==> src/rtl/aes_pkg.sv <==
// Shared AES-128 definitions: controller states, round constants, S-box and
// MixColumns helpers used by the round datapath and key expansion.
package aes_pkg;

  typedef enum logic [1:0] {
    S_IDLE  = 2'd0,
    S_ROUND = 2'd1,
    S_DONE  = 2'd2
  } state_t;

  // Row-major S-box; entry 0 sits in the top byte.
  localparam logic [2047:0] SBOX = {
    128'h637c777bf26b6fc53001672bfed7ab76, 128'hca82c97dfa5947f0add4a2af9ca472c0,
    128'hb7fd9326363ff7cc34a5e5f171d83115, 128'h04c723c31896059a071280e2eb27b275,
    128'h09832c1a1b6e5aa0523bd6b329e32f84, 128'h53d100ed20fcb15b6acbbe394a4c58cf,
    128'hd0efaafb434d338545f9027f503c9fa8, 128'h51a3408f929d38f5bcb6da2110fff3d2,
    128'hcd0c13ec5f974417c4a77e3d645d1973, 128'h60814fdc222a908846eeb814de5e0bdb,
    128'he0323a0a4906245cc2d3ac629195e479, 128'he7c8376d8dd54ea96c56f4ea657aae08,
    128'hba78252e1ca6b4c6e8dd741f4bbd8b8a, 128'h703eb5664803f60e613557b986c11d9e,
    128'he1f8981169d98e949b1e87e9ce5528df, 128'h8ca1890dbfe6426841992d0fb054bb16
  };

  // Top bit of entry b is 2047-8b, which is the 11-bit complement of 8b.
  function automatic logic [7:0] sbox(input logic [7:0] b);
    return SBOX[~{b, 3'b000} -: 8];
  endfunction

  function automatic logic [7:0] rcon(input logic [3:0] i);
    case (i)
      4'd1:    return 8'h01;
      4'd2:    return 8'h02;
      4'd3:    return 8'h04;
      4'd4:    return 8'h08;
      4'd5:    return 8'h10;
      4'd6:    return 8'h20;
      4'd7:    return 8'h40;
      4'd8:    return 8'h80;
      4'd9:    return 8'h1b;
      4'd10:   return 8'h36;
      default: return 8'h00;
    endcase
  endfunction

  function automatic logic [7:0] xtime(input logic [7:0] b);
    return {b[6:0], 1'b0} ^ (b[7] ? 8'h1b : 8'h00);
  endfunction

  // 2a^3b^c^d written as 2(a^b)^b^c^d for each row.
  function automatic logic [31:0] mix_col(input logic [31:0] col);
    logic [7:0] a0, a1, a2, a3;
    {a0, a1, a2, a3} = col;
    return {xtime(a0 ^ a1) ^ a1 ^ a2 ^ a3,
            xtime(a1 ^ a2) ^ a2 ^ a3 ^ a0,
            xtime(a2 ^ a3) ^ a3 ^ a0 ^ a1,
            xtime(a3 ^ a0) ^ a0 ^ a1 ^ a2};
  endfunction

endpackage

==> src/rtl/aes_round_comb.sv <==
// One AES round as pure combinational logic: SubBytes, ShiftRows,
// optional MixColumns, AddRoundKey.
module aes_round_comb
  import aes_pkg::*;
(
  input  logic [127:0] st,
  input  logic [127:0] rk,
  input  logic         mix,
  output logic [127:0] nxt
);
  logic [0:15][7:0] s_in;
  logic [0:15][7:0] sr;
  logic [0:3][31:0] mc;

  assign s_in = st;

  // Byte 4c+r is row r of column c; row r rotates left by r columns.
  for (genvar c = 0; c < 4; c++) begin : g_col
    for (genvar r = 0; r < 4; r++) begin : g_row
      assign sr[4*c+r] = sbox(s_in[4*((c+r)%4)+r]);
    end
    assign mc[c] = mix ? mix_col({sr[4*c], sr[4*c+1], sr[4*c+2], sr[4*c+3]})
                       : {sr[4*c], sr[4*c+1], sr[4*c+2], sr[4*c+3]};
  end

  assign nxt = mc ^ rk;

endmodule

==> src/rtl/aes_round_ctrl.sv <==
// Iterative AES-128 encryptor: one round per clock, on-the-fly key expansion,
// valid/ready handshakes on both sides.
module aes_round_ctrl
  import aes_pkg::*;
#(
  parameter int NR = 10
) (
  input  logic         clk,
  input  logic         rst,
  input  logic         in_valid,
  output logic         in_ready,
  input  logic [127:0] datain,
  input  logic [127:0] key,
  output logic         out_valid,
  input  logic         out_ready,
  output logic [127:0] dataout,
  output logic         busy,
  output logic [3:0]   round_idx
);
  if (NR != 10) begin : g_nr_check
    $error("aes_round_ctrl: only NR=10 (AES-128) is supported");
  end

  localparam logic [3:0] LAST = 4'(NR);

  state_t       state, state_n;
  logic [127:0] st, rk, rk_next, st_next;

  function automatic logic [127:0] key_step(input logic [127:0] k, input logic [7:0] rc);
    logic [31:0] w0, w1, w2, w3;
    {w0, w1, w2, w3} = k;
    w0 = w0 ^ {sbox(w3[23:16]), sbox(w3[15:8]), sbox(w3[7:0]), sbox(w3[31:24])}
            ^ {rc, 24'h000000};
    w1 = w1 ^ w0;
    w2 = w2 ^ w1;
    w3 = w3 ^ w2;
    return {w0, w1, w2, w3};
  endfunction

  assign rk_next = key_step(rk, rcon(round_idx));

  aes_round_comb u_round (
    .st  (st),
    .rk  (rk_next),
    .mix (round_idx != LAST),
    .nxt (st_next)
  );

  always_ff @(posedge clk) begin
    if (rst) begin
      state     <= S_IDLE;
      st        <= '0;
      rk        <= '0;
      round_idx <= '0;
    end else begin
      state <= state_n;
      case (state)
        S_IDLE: if (in_valid) begin
          st        <= datain ^ key;
          rk        <= key;
          round_idx <= 4'd1;
        end
        S_ROUND: begin
          st <= st_next;
          rk <= rk_next;
          if (round_idx != LAST) round_idx <= round_idx + 4'd1;
        end
        S_DONE: if (out_ready) round_idx <= '0;
        default: ;
      endcase
    end
  end

  // Handshake outputs decode the registered state only.
  always_comb begin
    state_n   = state;
    in_ready  = 1'b0;
    out_valid = 1'b0;
    busy      = 1'b0;
    case (state)
      S_IDLE: begin
        in_ready = 1'b1;
        if (in_valid) state_n = S_ROUND;
      end
      S_ROUND: begin
        busy = 1'b1;
        if (round_idx == LAST) state_n = S_DONE;
      end
      S_DONE: begin
        busy      = 1'b1;
        out_valid = 1'b1;
        if (out_ready) state_n = S_IDLE;
      end
      default: state_n = S_IDLE;
    endcase
  end

  assign dataout = st;

endmodule

==> config.mk <==
export PLATFORM = sky130hd
export DESIGN_NAME = aes_round_ctrl
export DESIGN_NICKNAME = d
export VERILOG_FILES = /design/src/rtl/aes_pkg.sv /design/src/rtl/aes_round_comb.sv /design/src/rtl/aes_round_ctrl.sv
export SDC_FILE = /design/constraint.sdc
export NUM_CORES = 2
export LEC_CHECK = 0
export BUFFER_PORTS_ARGS = -buffer_cell sky130_fd_sc_hd__buf_4
export CELL_PAD_IN_SITES_DETAIL_PLACEMENT = 1
export CELL_PAD_IN_SITES_GLOBAL_PLACEMENT = 2
export CORE_MARGIN = 5
export CORE_UTILIZATION = 34
export DETAILED_ROUTE_END_ITERATION = 6
export PLACE_DENSITY = 0.77
export SETUP_SLACK_MARGIN = 0.2
export SLEW_MARGIN = 15
export SYNTH_ARGS = -nofsm -noshare
export SYNTH_HDL_FRONTEND = slang
export SYNTH_HIERARCHICAL = 1
export SYNTH_SLANG_ARGS = --single-unit
==> constraint.sdc <==
create_clock -name clk -period 5.4 [get_ports clk]
set_input_delay 0.27 -clock clk [delete_from_list [all_inputs] [get_ports clk]]
set_output_delay 0.27 -clock clk [all_outputs]
set_load 0.02 [all_outputs]
==> parameters.txt <==
Parameter                              Value

Synth
  Mean post-synth cell area ... 6.77 um^2
  Flop and latch count out of synthesis ... 270
  Synth top cells by count ... sky130_fd_sc_hd__nand2_1 (1282), sky130_fd_sc_hd__a21oi_1 (1109), sky130_fd_sc_hd__o21ai_0 (971), sky130_fd_sc_hd__nor2_1 (952), sky130_fd_sc_hd__clkbuf_1 (815)
  Most frequent cell after synthesis ... sky130_fd_sc_hd__nand2_1
  Cells taking the most area after synthesis ... sky130_fd_sc_hd__a21oi_1 (5.9%), sky130_fd_sc_hd__dfxtp_1 (5.8%), sky130_fd_sc_hd__o21ai_0 (5.2%)
  Number of enable flip-flop cells after synthesis ... 0
  Share of the synthesized area in the top cell type ... 5.93%
  Cell count after synthesis ... 13.8k
  Cell area after technology mapping ... 93500 um^2
  Net count after synthesis ... 14.4k
  Post-synthesis cell type with the largest combined area ... sky130_fd_sc_hd__a21oi_1
  Yosys warns ... 6
  Sequential cell area fraction in the yosys report ... 5.78%
  Async set-reset flop share out of synthesis ... 0%
  Synth cell types ... 139
  Flip-flop cell with the highest count after synthesis ... sky130_fd_sc_hd__dfxtp_1

Floorplanning
  CORE AREA ... 274000 um^2
  Die X-Extent ... 534 um
  Total die area ... 286000 um^2
  Effective utilization at floorplan ... 34.2%
  Row count ... 192
  Vert. Die Dim ... 534 um
  Ports placed on the boundary ... 395

Drt
  First-pass iteration count of the detailed router ... 7
  Number of antenna-violating nets in the routed design ... 0
  Total number of vias ... 127k
  Number of vias per cell after detailed routing ... 7.20
  Detailed-route DRC error count ... 5
  Total detailed-routing wirelength ... 654000 um
  Wire length per cell ... 37.2 um
  Violation count after the first detailed-routing iteration ... 19.4k

Setup path
  Worst r2r src ... dataout[8]$_SDFFE_PP0P_
  Crit Path Max Fanout ... 12
  Start-to-end type of the worst setup path ... reg -> reg
  Reg2reg setup slack ... 0.1 ns
  Kind of capture point of the worst setup path ... flip-flop
  Depth of the worst register-to-register path ... 18
  CP Data Required Time ... 5.96 ns
  Endpoint arrival time on the critical path ... 5.87 ns
  Worst R2R End ... dataout[65]$_SDFFE_PP0P_
  Startpoint type of the worst setup path ... flip-flop

Global route
  Largest net degree at the start of global routing ... 160
  First-pass GRT wire length ... 921000 um
  GRT Resource Usage Total ... 42.7%
  GRT Residual Overflow ... 0
  Via count of the first global-routing pass ... 121k
  Number of antenna violations at the first check in global routing ... 58

Status
  Status ... finished, violations left
  Failing checks ... design-rule violations

Worst hold path
  Worst hold path cell count ... 5
  Worst hold path endpoint ... dataout[83]$_SDFFE_PP0P_
  Path category of the worst min-delay check ... in -> reg
  Hold path startpoint ... datain[83]

Clocking
  Worst-skew pair later-pin latency ... 0.72 ns
  Master cell of the clock root buffer ... sky130_fd_sc_hd__clkbuf_16
  # clock sinks ... 270
  Worst-case clock buffer depth ... 3
  H-tree depth reported by CTS ... 2
  Clock tree from TritonCTS ... yes
  Clock buffers created by TritonCTS ... 48
  Clock Pin Slew Worst Setup and Hold Paths ... 0.07 ns

Place
  Port Buf Inserts ... 394
  HPWL reported at the end of detailed placement ... 492000 um
  Final GP Congestion ... 1.09

Timing
  Period Utilization, post-route ... 98.2%
  Final critical delay including setup and external delays ... 5.30 ns
  Final Slew Violations ... 0
  Final setup viols ... 0
  Final Hold Vio Count ... 0
  Clock skew after layout ... 0.0599 ns
  Max-Slew Margin vs Limit ... 6.73%
  RSZ-0062 raised after global routing ... true
  Timing-limited maximum frequency ... 189 MHz
  Slew at the pin closest to its max-slew limit ... 1.39 ns

Job
  Total of max-cap violations ... 0

Layout
  Post-route core utilization ... 38.9%
  Fraction of layout instances using a drive strength above 1 ... 16.8%
  Fin nets ... 14.5k
  Area growth from synthesis to final layout ... 14.0%
==> worst max-delay path, cell delays in order, from the launching register on <==
cell	delay, ns
sky130_fd_sc_hd__dfxtp_1	0.33
sky130_fd_sc_hd__inv_1	0.15
sky130_fd_sc_hd__ha_1	0.35
sky130_fd_sc_hd__buf_4	0.23
sky130_fd_sc_hd__mux4_2	0.47
sky130_fd_sc_hd__a221oi_1	0.53
sky130_fd_sc_hd__a311oi_1	0.15
sky130_fd_sc_hd__o32ai_2	0.46
sky130_fd_sc_hd__buf_4	0.22
sky130_fd_sc_hd__xor2_2	0.28
sky130_fd_sc_hd__xnor2_1	0.19
sky130_fd_sc_hd__xnor3_1	0.25
sky130_fd_sc_hd__mux2i_1	0.18
sky130_fd_sc_hd__buf_4	0.24
sky130_fd_sc_hd__xnor2_1	0.14
sky130_fd_sc_hd__nand2_1	0.12
sky130_fd_sc_hd__o21ai_0	0.35
sky130_fd_sc_hd__nand2_1	0.18
sky130_fd_sc_hd__a21oi_1	0.35
==> per-layer routing <==
layer	up-vias	part of all wire [%]	wire length, um	track usage, %
met1	63091	40	259000	55.9
met3	2001	11	73300	9.92
met2	9205	42	275000	64.1
li1	52177	-	-	-
met4	32	7.2	47300	24.3
met5	-	0.038	247	0
==> through the flow <==
stage / setup TNS [ns] / hold WS [ns] / instance area (um^2) / setup slack [ns] / std cells
finish: 0 / 0.0395 / 107000 / 0.0975 / 17575
global route: 0 / 0.0398 / 107000 / 0.0376 / 17552
CTS: 0 / 0.00182 / 106000 / 0.105 / 17514
detailed placement: -0.832 / 0.467 / 103000 / -0.355 / 17309
global placement: -1.17 / 0.463 / 103000 / -0.443 / 17309
floorplan: 0 / 0.381 / 93500 / 0.683 / 13817
==> logic make-up after synthesis <==
group	Yosys count	synth area share [%]
AO/OA/AOI/OAI	5057	37.4
AND/OR/NAND/NOR	5034	27.2
buffers and inverters	1861	9.00
XOR/XNOR	836	9.53
multiplexers	458	7.15
adder cells (fa/ha/maj)	301	4.02
flip-flops	270	5.78
==> cell type report <==
cell class,count,area [um^2]
Clock inverter,19,228
Antenna cell,41,103
Fill cell,34339,167000
Sequential cell,270,5600
Tap cell,3589,4490
Inverter,260,997
Timing Repair Buffer,1640,13500
Clock buffer,70,1430
Multi-Input combinational cell,11686,80300
==> worst max path at each step <==
stage	slack (ns)	startpoint	end
floorplan	0.68	dataout[65]$_SDFFE_PP0P_	dataout[43]$_SDFFE_PP0P_
global placement	-0.44	dataout[105]$_SDFFE_PP0P_	dataout[49]$_SDFFE_PP0P_
detailed placement	-0.35	dataout[105]$_SDFFE_PP0P_	dataout[49]$_SDFFE_PP0P_
CTS	0.11	dataout[17]$_SDFFE_PP0P_	dataout[49]$_SDFFE_PP0P_
global route	0.04	dataout[8]$_SDFFE_PP0P_	dataout[65]$_SDFFE_PP0P_
finish	0.1	dataout[8]$_SDFFE_PP0P_	dataout[65]$_SDFFE_PP0P_
==> flip-flops by register name, indices dropped and copies added (netlist names), named ones only <==
register and flops:
rk 128, dataout 128, state 2, round_idx 4
==> repair_timing <==
action | 4_1_cts | 5_1_grt
pin swaps | 0 | 3
hold buffers | 115 | 0
hold endpoints to repair | 127 | 0
endpoints found under the setup margin | 14 | 52
buffers inserted | 1 | 19
gates resized for setup | 30 | 105
==> cells in the final DEF, fill, tap and decap left out, types with 105 or more instances in the layout <==
master | netlist | final
sky130_fd_sc_hd__or3_1 | 129 | 129
sky130_fd_sc_hd__o31ai_1 | 145 | 144
sky130_fd_sc_hd__a21oi_1 | 1109 | 1107
sky130_fd_sc_hd__o221ai_1 | 106 | 106
sky130_fd_sc_hd__nand2_1 | 1282 | 1279
sky130_fd_sc_hd__buf_4 | 97 | 1453
sky130_fd_sc_hd__a311oi_1 | 223 | 221
sky130_fd_sc_hd__a22oi_1 | 144 | 144
sky130_fd_sc_hd__and3_1 | 105 | 105
sky130_fd_sc_hd__a31oi_1 | 326 | 326
sky130_fd_sc_hd__mux2i_1 | 217 | 214
sky130_fd_sc_hd__o311ai_0 | 189 | 185
sky130_fd_sc_hd__nor2b_1 | 436 | 427
sky130_fd_sc_hd__o211ai_1 | 244 | 244
sky130_fd_sc_hd__a221oi_1 | 106 | 106
sky130_fd_sc_hd__xor2_1 | 203 | 200
sky130_fd_sc_hd__xnor2_1 | 506 | 500
sky130_fd_sc_hd__nor2_1 | 952 | 946
sky130_fd_sc_hd__a211oi_1 | 227 | 223
sky130_fd_sc_hd__ha_1 | 297 | 265
sky130_fd_sc_hd__o21ai_0 | 971 | 968
sky130_fd_sc_hd__nand3_1 | 426 | 425
sky130_fd_sc_hd__inv_1 | 211 | 207
sky130_fd_sc_hd__mux4_2 | 159 | 159
sky130_fd_sc_hd__or2_2 | 116 | 116
sky130_fd_sc_hd__nor3_1 | 435 | 434
sky130_fd_sc_hd__dfxtp_1 | 270 | 195
sky130_fd_sc_hd__and2_1 | 158 | 158
sky130_fd_sc_hd__dlygate4sd3_1 | 0 | 115
sky130_fd_sc_hd__nand2b_1 | 496 | 489
Power is not shown: default switching activity piles up to over one toggle a cycle in this logic, so the estimate is an artifact.
